$ cat config.mk
export PLATFORM = sky130hd
export DESIGN_NAME = seg7_reader
export DESIGN_NICKNAME = d
export VERILOG_FILES = /design/src/rtl/seg7_pkg.sv /design/src/rtl/seg7_stabilizer.sv /design/src/rtl/seg7_reader.sv
export SDC_FILE = /design/constraint.sdc
export NUM_CORES = 1
export LEC_CHECK = 0
export ABC_CLOCK_PERIOD_IN_PS = 7050
export CORE_UTILIZATION = 35
export CTS_CLUSTER_DIAMETER = 150
export CTS_CLUSTER_SIZE = 28
export DETAILED_ROUTE_END_ITERATION = 12
export PLACE_DENSITY = 0.54
export SLEW_MARGIN = 20
export SYNTH_ARGS = -nofsm -noshare
export SYNTH_HDL_FRONTEND = slang
export SYNTH_SLANG_ARGS = --single-unit
$ cat constraint.sdc
create_clock -name clk -period 7.05 [get_ports clk]
set_input_delay 2.115 -clock clk [delete_from_list [all_inputs] [get_ports clk]]
set_output_delay 2.115 -clock clk [all_outputs]
set_load 0.005 [all_outputs]
$ cat src/rtl/seg7_pkg.sv
// Shared seven-segment definitions: active-high segment codes (a..g = bit6..bit0),
// pattern-to-BCD decode, stabilizer FSM states and the event payload.
package seg7_pkg;

  localparam int unsigned SEG_W = 7;
  localparam int unsigned BCD_W = 4;
  localparam int unsigned IDX_W = 3;
  localparam int unsigned CNT_W = 8;

  localparam logic [SEG_W-1:0] SEG_0 = 7'b1111110;
  localparam logic [SEG_W-1:0] SEG_1 = 7'b0110000;
  localparam logic [SEG_W-1:0] SEG_2 = 7'b1101101;
  localparam logic [SEG_W-1:0] SEG_3 = 7'b1111001;
  localparam logic [SEG_W-1:0] SEG_4 = 7'b0110011;
  localparam logic [SEG_W-1:0] SEG_5 = 7'b1011011;
  localparam logic [SEG_W-1:0] SEG_6 = 7'b1011111;
  localparam logic [SEG_W-1:0] SEG_7 = 7'b1110000;
  localparam logic [SEG_W-1:0] SEG_8 = 7'b1111111;
  localparam logic [SEG_W-1:0] SEG_9 = 7'b1111011;

  typedef enum logic [1:0] {
    IDLE    = 2'd0,
    QUALIFY = 2'd1,
    LOCKED  = 2'd2
  } stab_state_e;

  typedef struct packed {
    logic [IDX_W-1:0] idx;
    logic [BCD_W-1:0] digit;
    logic             bad;
  } evt_t;

  // Returns {legal, value}; value is 0 for illegal patterns.
  function automatic logic [BCD_W:0] seg7_to_bcd(input logic [SEG_W-1:0] seg);
    logic [BCD_W:0] res;
    res = '0;
    case (seg)
      SEG_0:   res = {1'b1, 4'd0};
      SEG_1:   res = {1'b1, 4'd1};
      SEG_2:   res = {1'b1, 4'd2};
      SEG_3:   res = {1'b1, 4'd3};
      SEG_4:   res = {1'b1, 4'd4};
      SEG_5:   res = {1'b1, 4'd5};
      SEG_6:   res = {1'b1, 4'd6};
      SEG_7:   res = {1'b1, 4'd7};
      SEG_8:   res = {1'b1, 4'd8};
      SEG_9:   res = {1'b1, 4'd9};
      default: res = '0;
    endcase
    return res;
  endfunction

endpackage

$ cat src/rtl/seg7_stabilizer.sv
// Samples the segment/select bus, qualifies a pattern after STABLE_CYCLES identical
// captures and emits a one-cycle commit strobe with position and active-high pattern.
module seg7_stabilizer
  import seg7_pkg::*;
#(
  parameter int unsigned NUM_DIGITS    = 4,
  parameter int unsigned STABLE_CYCLES = 4
) (
  input  logic                  clk,
  input  logic                  rst_n,
  input  logic [SEG_W-1:0]      seg_n_i,
  input  logic [NUM_DIGITS-1:0] dig_en_n_i,
  output logic                  commit_c_o,
  output logic [IDX_W-1:0]      idx_c_o,
  output logic [SEG_W-1:0]      seg_c_o
);

  localparam int unsigned IN_W = SEG_W + NUM_DIGITS;

  logic [IN_W-1:0]  in_q, in_d;
  logic [CNT_W-1:0] cnt_q, cnt_d;
  stab_state_e      state_q, state_d;
  logic [NUM_DIGITS-1:0] en_q;

  always_ff @(posedge clk or negedge rst_n) begin
    if (!rst_n) begin
      in_q    <= '1;
      cnt_q   <= '0;
      state_q <= IDLE;
    end else begin
      in_q    <= in_d;
      cnt_q   <= cnt_d;
      state_q <= state_d;
    end
  end

  // A change restarts qualification; otherwise count (saturating) and lock on reaching the target.
  always_comb begin
    in_d    = {seg_n_i, dig_en_n_i};
    cnt_d   = cnt_q;
    state_d = state_q;
    if (in_d != in_q) begin
      cnt_d   = CNT_W'(1);
      state_d = $onehot(~dig_en_n_i) ? QUALIFY : IDLE;
    end else begin
      if (cnt_q != '1) begin
        cnt_d = cnt_q + CNT_W'(1);
      end
      if (state_q == QUALIFY && cnt_q == CNT_W'(STABLE_CYCLES)) begin
        state_d = LOCKED;
      end
    end
  end

  assign en_q       = in_q[NUM_DIGITS-1:0];
  assign seg_c_o    = ~in_q[IN_W-1 -: SEG_W];
  assign commit_c_o = (state_q == QUALIFY) && (cnt_q == CNT_W'(STABLE_CYCLES));

  always_comb begin
    idx_c_o = '0;
    for (int i = 0; i < int'(NUM_DIGITS); i++) begin
      if (!en_q[i]) idx_c_o = IDX_W'(i);
    end
  end

endmodule

$ cat src/rtl/seg7_reader.sv
// Seven-segment read-back: per-position digit storage fed by the stabilizer commits,
// plus a single-entry change-event register with sticky overflow.
module seg7_reader
  import seg7_pkg::*;
#(
  parameter int unsigned NUM_DIGITS    = 4,
  parameter int unsigned STABLE_CYCLES = 4
) (
  input  logic                      clk,
  input  logic                      rst_n,
  input  logic [SEG_W-1:0]          seg_n,
  input  logic [NUM_DIGITS-1:0]     dig_en_n,
  output logic [BCD_W*NUM_DIGITS-1:0] digits_out,
  output logic [NUM_DIGITS-1:0]     digit_valid,
  output logic [NUM_DIGITS-1:0]     bad_pattern,
  output logic                      evt_valid,
  input  logic                      evt_ready,
  output logic [IDX_W-1:0]          evt_idx,
  output logic [BCD_W-1:0]          evt_digit,
  output logic                      evt_bad,
  output logic                      evt_overflow
);

  logic             commit_c;
  logic [IDX_W-1:0] idx_c;
  logic [SEG_W-1:0] seg_c;

  logic [BCD_W-1:0]      dig_q [NUM_DIGITS];
  logic [BCD_W-1:0]      dig_d [NUM_DIGITS];
  logic [NUM_DIGITS-1:0] valid_q, valid_d, bad_q, bad_d;
  evt_t                  evt_q, evt_d, new_evt;
  logic                  evt_valid_q, evt_valid_d, ovf_q, ovf_d;
  logic [BCD_W:0]        dec;
  logic                  changed, hs;

  seg7_stabilizer #(
    .NUM_DIGITS   (NUM_DIGITS),
    .STABLE_CYCLES(STABLE_CYCLES)
  ) u_stab (
    .clk       (clk),
    .rst_n     (rst_n),
    .seg_n_i   (seg_n),
    .dig_en_n_i(dig_en_n),
    .commit_c_o(commit_c),
    .idx_c_o   (idx_c),
    .seg_c_o   (seg_c)
  );

  always_ff @(posedge clk or negedge rst_n) begin
    if (!rst_n) begin
      for (int i = 0; i < int'(NUM_DIGITS); i++) dig_q[i] <= '0;
      valid_q     <= '0;
      bad_q       <= '0;
      evt_q       <= '0;
      evt_valid_q <= 1'b0;
      ovf_q       <= 1'b0;
    end else begin
      dig_q       <= dig_d;
      valid_q     <= valid_d;
      bad_q       <= bad_d;
      evt_q       <= evt_d;
      evt_valid_q <= evt_valid_d;
      ovf_q       <= ovf_d;
    end
  end

  // Storage update; an event is raised only when the commit alters stored state.
  always_comb begin
    dec           = seg7_to_bcd(seg_c);
    new_evt.idx   = idx_c;
    new_evt.digit = dec[BCD_W] ? dec[BCD_W-1:0] : '0;
    new_evt.bad   = ~dec[BCD_W];
    dig_d         = dig_q;
    valid_d       = valid_q;
    bad_d         = bad_q;
    changed       = 1'b0;
    for (int i = 0; i < int'(NUM_DIGITS); i++) begin
      if (commit_c && idx_c == IDX_W'(i)) begin
        if (dec[BCD_W]) begin
          changed    = (dig_q[i] != dec[BCD_W-1:0]) || !valid_q[i] || bad_q[i];
          dig_d[i]   = dec[BCD_W-1:0];
          valid_d[i] = 1'b1;
          bad_d[i]   = 1'b0;
        end else begin
          changed  = !bad_q[i];
          bad_d[i] = 1'b1;
        end
      end
    end
  end

  // Single-entry event slot: a handshake frees the slot for a same-cycle event.
  always_comb begin
    hs          = evt_valid_q && evt_ready;
    evt_d       = evt_q;
    evt_valid_d = evt_valid_q;
    ovf_d       = ovf_q;
    if (changed && (!evt_valid_q || hs)) begin
      evt_d       = new_evt;
      evt_valid_d = 1'b1;
    end else if (changed) begin
      ovf_d = 1'b1;
    end else if (hs) begin
      evt_valid_d = 1'b0;
    end
  end

  for (genvar g = 0; g < int'(NUM_DIGITS); g++) begin : g_out
    assign digits_out[BCD_W*g +: BCD_W] = dig_q[g];
  end

  assign digit_valid  = valid_q;
  assign bad_pattern  = bad_q;
  assign evt_valid    = evt_valid_q;
  assign evt_idx      = evt_q.idx;
  assign evt_digit    = evt_q.digit;
  assign evt_bad      = evt_q.bad;
  assign evt_overflow = ovf_q;

endmodule

==> flow_summary_export.csv, run 1 <==
group,metric,value,unit
run_status,outcome,"finished, final reports clean",
sta,rsz0062_at_grt,"no",
logic_synthesis,synth_edf_count,0,
sta,slew_violations,0,
logic_synthesis,synth.distinct_cells,59,
min_path,min_to,"digit_valid[1]$_DFFE_PN0P_",
clocking,cts.htree.levels,2,
setup_path,path_max_fanout,3,
finish,syn2layout_area_growth,21.6,%
setup_path,arrival,3.88,ns
min_path,hold_class,"reg2reg",
finish,nNetsFinal,336,
sta,tightest_slew,0.738,ns
clocking,clockBufferDepth,2,
floorplan,io_pins,48,
placed_design,placed_area,3350,um^2
pwr,clkPwrFrac,34.1,%
placed_design,finalWeightedCongestion,0.775,
drt,first_pass_iters,4,
floorplan,core-area,7770,um^2
grt,grt_pass1_vias,1932,
logic_synthesis,netlist_instances,274,
clocking,clk_pin_slew,0.09,ns
sta,period_share,52.5,%
grt,grt_pass1_wl,10200,um
pwr,irDropWorstVdd,0.0690,mV
grt,grt-busiest-layer,"met2",
grt,overflow,0,
drt,drtIter0Drc,92,
sta,clock_skew,0.00788,ns
sta,hold_violations,0,
clocking,cts_setup_buffers,0,
finish,stdcell_count,419,
drt,detail-route-antenna-nets,0,
floorplan,start_util,36.5,%
setup_path,r2r_setup_slack,3.78,ns
logic_synthesis,synth_ff_type,"dfrtp_1",
pwr,p_per_area,159,nW/um^2
logic_synthesis,ys_seq_elements,54,
sta,setup_tns,0,ns
grt,antenna_found_initial,0,
finish,nFillCells,759,
setup_path,worst_setup_path_start_kind,"input port",
pwr,power.switching,127,uW
finish,multi_input_area,1360,um^2
finish,diodes,0,
placed_design,dp_cells,411,
drt,drc,0,
min_path,hp-start,"digit_valid[1]$_DFFE_PN0P_",
grt,grt_use_met1,21.8,%
clocking,ctsRootBufferMaster,"clkbuf_8",
setup_path,required,7.23,ns
floorplan,rows,32,
grt,grt.total_usage,15.4,%
logic_synthesis,syn_area,2840,um^2
floorplan,die_y,92.1,um
grt,globalRouteMet3Util,3.65,%
setup_path,rr_startpoint,"u_stab.cnt_q[0]$_DFFE_PN0P_",
sta,max_freq,0.270,GHz
setup_path,crit_path_end_kind,"flip-flop",
setup_path,r2r_cells,10,
pwr,p_sw_share,23.2,%
logic_synthesis,ys_seq_area_share,48.1,%
logic_synthesis,synth_nets,294,
logic_synthesis,syn_avg_cell_area,10.4,um^2
finish,final_cell_area,3450,um^2
floorplan,die_x,92.1,um
pwr,seq_power_share,59.0,%
sta,setup-violations-final,0,
clocking,postCtsHoldBufs,0,
drt,wl_per_cell,14.2,um
pwr,internal_power,422,uW
drt,num_vias,2027,
pwr,share_comb_of_total_power,6.9,%
logic_synthesis,ys_async_sr_fraction,100,%
finish,drive_gt1_share,13.6,%
grt,grt_start_max_net_pins,55,
finish,regArea,1370,um^2
placed_design,hpwl,4350,um
floorplan,dieArea,8480,um^2
clocking,clkSinkCount,54,
pwr,power.leakage,1.45,nW
clocking,cts_tree,"built",
clocking,cts_buffers,5,
logic_synthesis,ys_warn_count,0,
setup_path,path_class,"in2reg",
clocking,cts_resized,0,
min_path,min_path_cells,1,
job,maxCapViolations,0,
clocking,clk_latency,0.31,ns
grt,grt_use_met2,23.7,%
drt,routed_wl,5960,um
drt,vias_per_cell,4.84,
placed_design,port_buffers,46,
sta,fin_crit,3.70,ns
setup_path,reg2reg_to,"evt_idx[0]$_DFFE_PN0P_",
sta,slew_headroom,50.3,%
==> cell usage after synthesis (2+ instances only) <==
cell | n | area share [%]
mux2i_1 | 2 | 0.71
inv_1 | 10 | 1.3
or2_2 | 2 | 0.44
and3_2 | 2 | 0.53
a211oi_1 | 3 | 0.79
a31oi_1 | 2 | 0.44
nand4b_1 | 3 | 0.93
ha_1 | 5 | 2.2
clkbuf_1 | 2 | 0.26
nand2_1 | 30 | 4.0
nor4_1 | 3 | 0.66
nand4_1 | 2 | 0.44
mux2_4 | 5 | 2.6
nand3_1 | 11 | 1.9
and4_1 | 2 | 0.62
nor2_1 | 13 | 1.7
dfrtp_1 | 43 | 38
nor3b_1 | 2 | 0.53
o21a_1 | 2 | 0.53
nand2b_1 | 8 | 1.8
dfstp_2 | 11 | 10
buf_4 | 3 | 0.79
xnor2_1 | 10 | 3.1
a21oi_1 | 3 | 0.53
buf_2 | 5 | 0.88
xor2_1 | 18 | 5.6
o21ai_0 | 30 | 5.3
or3_1 | 2 | 0.44
nor3_1 | 8 | 1.4
buf_6 | 2 | 0.79
or3b_2 | 2 | 0.62
==> power groups by stage <==
stage | sequential (mW) | combinational, mW | clock (mW)
5_1_grt | 0.325 | 0.0439 | 0.209
2_1_floorplan | 0.325 | 0.0243 | 0
3_5_place_dp | 0.330 | 0.0388 | 0
4_1_cts | 0.324 | 0.0390 | 0.197
6_report | 0.324 | 0.0379 | 0.187
3_3_place_gp | 0.330 | 0.0386 | 0
==> area by class of cell <==
type | instances | share of cell area [%]
Sequential cell | 54 | 39.5
Multi-Input combinational cell | 198 | 39.4
Timing Repair Buffer | 47 | 13.4
Tap cell | 102 | 3.70
Clock buffer | 7 | 2.79
Inverter | 10 | 1.09
Clock inverter | 1 | 0.109
==> cells in the final DEF (no fill, tap or decap), types with 3 or more instances in the layout <==
| master | count |
|---|---|
| a211oi_1 | 3 |
| nor3_1 | 8 |
| dfstp_2 | 11 |
| nand2b_1 | 8 |
| dfrtp_1 | 43 |
| xor2_1 | 18 |
| nor2_1 | 13 |
| nand4b_1 | 3 |
| clkbuf_8 | 7 |
| nand2_1 | 30 |
| mux2_4 | 5 |
| ha_1 | 5 |
| inv_1 | 10 |
| nor4_1 | 3 |
| xnor2_1 | 10 |
| nand3_1 | 11 |
| o21ai_0 | 30 |
| clkdlybuf4s50_1 | 45 |
| a21oi_1 | 3 |
==> worst max path at each step <==
stage	from	endpoint	slack, ns	depth (start not counted)
final	dig_en_n[0]	u_stab.state_q[0]$_DFFE_PN0P_	3.35	8
after global routing	dig_en_n[0]	u_stab.state_q[0]$_DFFE_PN0P_	3.26	8
after CTS	dig_en_n[2]	u_stab.state_q[0]$_DFFE_PN0P_	3.36	8
after detailed placement	dig_en_n[2]	u_stab.state_q[0]$_DFFE_PN0P_	3.02	8
after global placement	dig_en_n[0]	u_stab.state_q[0]$_DFFE_PN0P_	3.06	8
after floorplan	dig_en_n[0]	u_stab.state_q[0]$_DFFE_PN0P_	3.66	7
==> cell families after synthesis <==
logic type	synth area share [%]
buffers and inverters	4.05
muxes	3.75
adders and majority gates	2.91
xor gates and xnor gates	8.64
and+or+nand+nor	19.6
AOI/OAI and AO/OA	12.9
other	0.132
DFF	48.1
==> stage by stage <==
stage	hold slack (ns)	setup slack, ns	power (mW)	utilization, %
CTS	0.495	3.36	0.560	44.4
finish	0.490	3.35	0.549	44.4
global placement	0.466	3.06	0.368	43.2
detailed placement	0.471	3.02	0.369	43.2
global route	0.528	3.26	0.578	44.4
floorplan	0.468	3.66	0.349	-
==> state kept, by name, indices dropped and copies added, names as in the netlist <==
signal and flops:
digits_out 16, u_stab.in_q 11, u_stab.cnt_q 8, bad_pattern 4, digit_valid 4, evt_digit 4, evt_idx 2, u_stab.state_q 2
evt_bad 1, evt_overflow 1, evt_valid 1
==> metal layers <==
metal,vias up,share of wire [%]
li1,1032,-
met1,954,50
met2,37,46
met3,4,3.6
met4,0,0.60
met5,-,0
==> critical path, cell delays in order <==
cell	delay, ns
clkdlybuf4s50_1	0.52
inv_1	0.06
ha_1	0.29
ha_1	0.21
fa_1	0.48
nor2_1	0.04
nand3_1	0.07
o21ai_0	0.09
Note: power is estimated with default switching activity, not from simulation.
==> run 2: changes to the inputs <==
Settings changed: ABC_CLOCK_PERIOD_IN_PS 7050 to 3400, PLACE_DENSITY 0.54 to 0.56.
Clock period 7.05 ns to 3.4 ns, I/O delays scaled along.
==> run 2 against run 1 <==
  * Hold slack improved by 0.011 ns
  * Combinational power rose by 120%
  * Via count rose by 4.0%
  * Die area did not move
  * Clock skew barely moved
  * Total power rose by 110%
  * Routed wire length rose by 4.0%
  * Register-to-register slack got worse by 3.4 ns
  * Count of clock-buffer cells in the layout fell by 2
  * First-iteration DRC count fell by 6.5%
  * Utilization rose by 0.85 points
  * Critical path type is now reg2reg
==> flow_summary_export.csv, run 2 (synthesis gave the netlist of run 1 again) <==
group,metric,value,unit
drt,first_pass_iters,6,
floorplan,io_pins,48,
drt,wl_per_cell,14.5,um
grt,grt_pass1_vias,2036,
sta,slew_headroom,61.8,%
placed_design,dp_cells,419,
clocking,clockBufferDepth,2,
sta,setup-violations-final,0,
setup_path,path_max_fanout,9,
grt,grt.total_usage,15.9,%
setup_path,required,3.61,ns
floorplan,rows,32,
floorplan,start_util,36.5,%
setup_path,r2r_setup_slack,0.39,ns
setup_path,r2r_cells,9,
grt,antenna_found_initial,0,
clocking,clkSinkCount,54,
clocking,cts_buffers,5,
clocking,ctsRootBufferMaster,"clkbuf_8",
finish,layout_commonest_cell,"clkdlybuf4s50_1",
clocking,clk_pin_slew,0.10,ns
setup_path,rr_startpoint,"u_stab.in_q[9]$_DFF_PN1_",
sta,tightest_slew,0.573,ns
sta,setup_tns,0,ns
clocking,cts_resized,0,
setup_path,crit_path_end_kind,"flip-flop",
setup_path,reg2reg_to,"evt_digit[2]$_DFFE_PN0P_",
clocking,postCtsHoldBufs,0,
setup_path,crit_chain,"or3b_2, o21ai_0, a21oi_2, xnor2_1, o41ai_1, a221oi_1, o31ai_4, buf_4, mux2_4",
sta,whs,0.501,ns
setup_path,path_buf_inv,1,
drt,vias_per_cell,4.94,
finish,syn2layout_area_growth,23.9,%
min_path,min_to,"digit_valid[1]$_DFFE_PN0P_",
finish,diodes,0,
clocking,clk_latency,0.31,ns
drt,detail-route-antenna-nets,0,
grt,overflow,0,
floorplan,die_y,92.1,um
clocking,cts_tree,"built",
floorplan,dieArea,8480,um^2
setup_path,cpMaxStageDelayCell,"dfstp_2",
drt,num_vias,2108,
sta,slew_violations,0,
finish,drive_gt1_share,16.0,%
floorplan,core-area,7770,um^2
floorplan,die_x,92.1,um
grt,grt_start_max_net_pins,33,
sta,rsz0062_at_grt,"no",
setup_path,arrival,3.22,ns
run_status,outcome,"finished, final reports clean",
pwr,p_per_area,321,nW/um^2
drt,drc,0,
pwr,irDropWorstVdd,0.154,mV
setup_path,path_delay_family,"compound AO/OA/AOI/OAI gates",
sta,hold_violations,0,
sta,period_share,88.6,%
clocking,cts.htree.levels,2,
placed_design,hpwl,4730,um
drt,drtIter0Drc,86,
drt,routed_wl,6200,um
sta,fin_crit,3.01,ns
min_path,hp-start,"digit_valid[1]$_DFFE_PN0P_",
min_path,hold_class,"reg2reg",
setup_path,slowest_delay,0.60,ns
placed_design,port_buffers,46,
placed_design,finalWeightedCongestion,0.803,
grt,grt_pass1_wl,10500,um
finish,largest_reg_flops,16,
clocking,cts_setup_buffers,0,
setup_path,path_class,"reg2reg",
finish,stdcell_count,427,
job,maxCapViolations,0,
pwr,finalPower,1.13,mW
sta,max_freq,0.332,GHz
sta,clock_skew,0.00742,ns
finish,nNetsFinal,344,
finish,final_cell_mix,"clkdlybuf4s50_1 (45), dfrtp_1 (43), nand2_1 (30), o21ai_0 (30), xor2_1 (18)",
min_path,min_path_cells,1,
setup_path,worst_setup_path_start_kind,"flip-flop",
pwr,power.leakage,1.49,nW
==> run 2: worst max-delay path by stage <==
stage | start | end | slack (ns) | depth (start not counted)
floorplan | u_stab.in_q[5]$_DFF_PN1_ | evt_digit[2]$_DFFE_PN0P_ | 0.47 | 9
global placement | u_stab.in_q[5]$_DFF_PN1_ | evt_bad$_DFFE_PN0P_ | 0.38 | 9
detailed placement | u_stab.in_q[5]$_DFF_PN1_ | evt_digit[2]$_DFFE_PN0P_ | 0.35 | 9
CTS | u_stab.in_q[5]$_DFF_PN1_ | evt_digit[2]$_DFFE_PN0P_ | 0.35 | 9
global route | u_stab.in_q[5]$_DFF_PN1_ | evt_idx[1]$_DFFE_PN0P_ | 0.11 | 9
finish | u_stab.in_q[9]$_DFF_PN1_ | evt_digit[2]$_DFFE_PN0P_ | 0.39 | 9
==> run 2: final cells by class <==
type / count / area (um^2)
inverters: 10 / 37.5
clock inverters: 3 / 25.0
multi-input cells: 198 / 1360
fillers: 780 / 4250
clock buffers: 5 / 68.8
well taps: 102 / 128
repair buffers: 55 / 536
flip-flops and latches: 54 / 1370
==> run 2: metrics by stage <==
step | area (um^2) | setup slack, ns | util [%]
2_1_floorplan | 2840 | 0.473 | -
5_1_grt | 3520 | 0.110 | 45.3
3_5_place_dp | 3420 | 0.354 | 44.1
6_report | 3520 | 0.386 | 45.3
3_3_place_gp | 3420 | 0.379 | 44.1
4_1_cts | 3520 | 0.350 | 45.3
==> run 2: worst register-to-register path, cell delays in order (launching register included) <==
cell and delay (ns):
dfstp_2 0.60, or3b_2 0.49, o21ai_0 0.11, a21oi_2 0.19, xnor2_1 0.19, o41ai_1 0.36, a221oi_1 0.21, o31ai_4 0.24
buf_4 0.22, mux2_4 0.31
==> run 2: routing by layer <==
metal | global-route usage, % | routed length, um
met4 | 4.30 | 99
met5 | 0 | 0
met3 | 3.23 | 198
met1 | 20.8 | 3000
met2 | 26.6 | 2900
==> run 2: report_power, final <==
part | leakage (nW) | total [mW] | switching, mW | internal (mW)
Clock | 0.0447 | 0.377 | 0.228 | 0.149
Sequential | 0.700 | 0.671 | 0.0145 | 0.657
Combinational | 0.744 | 0.0815 | 0.0442 | 0.0374
Total | 1.49 | 1.13 | 0.286 | 0.844
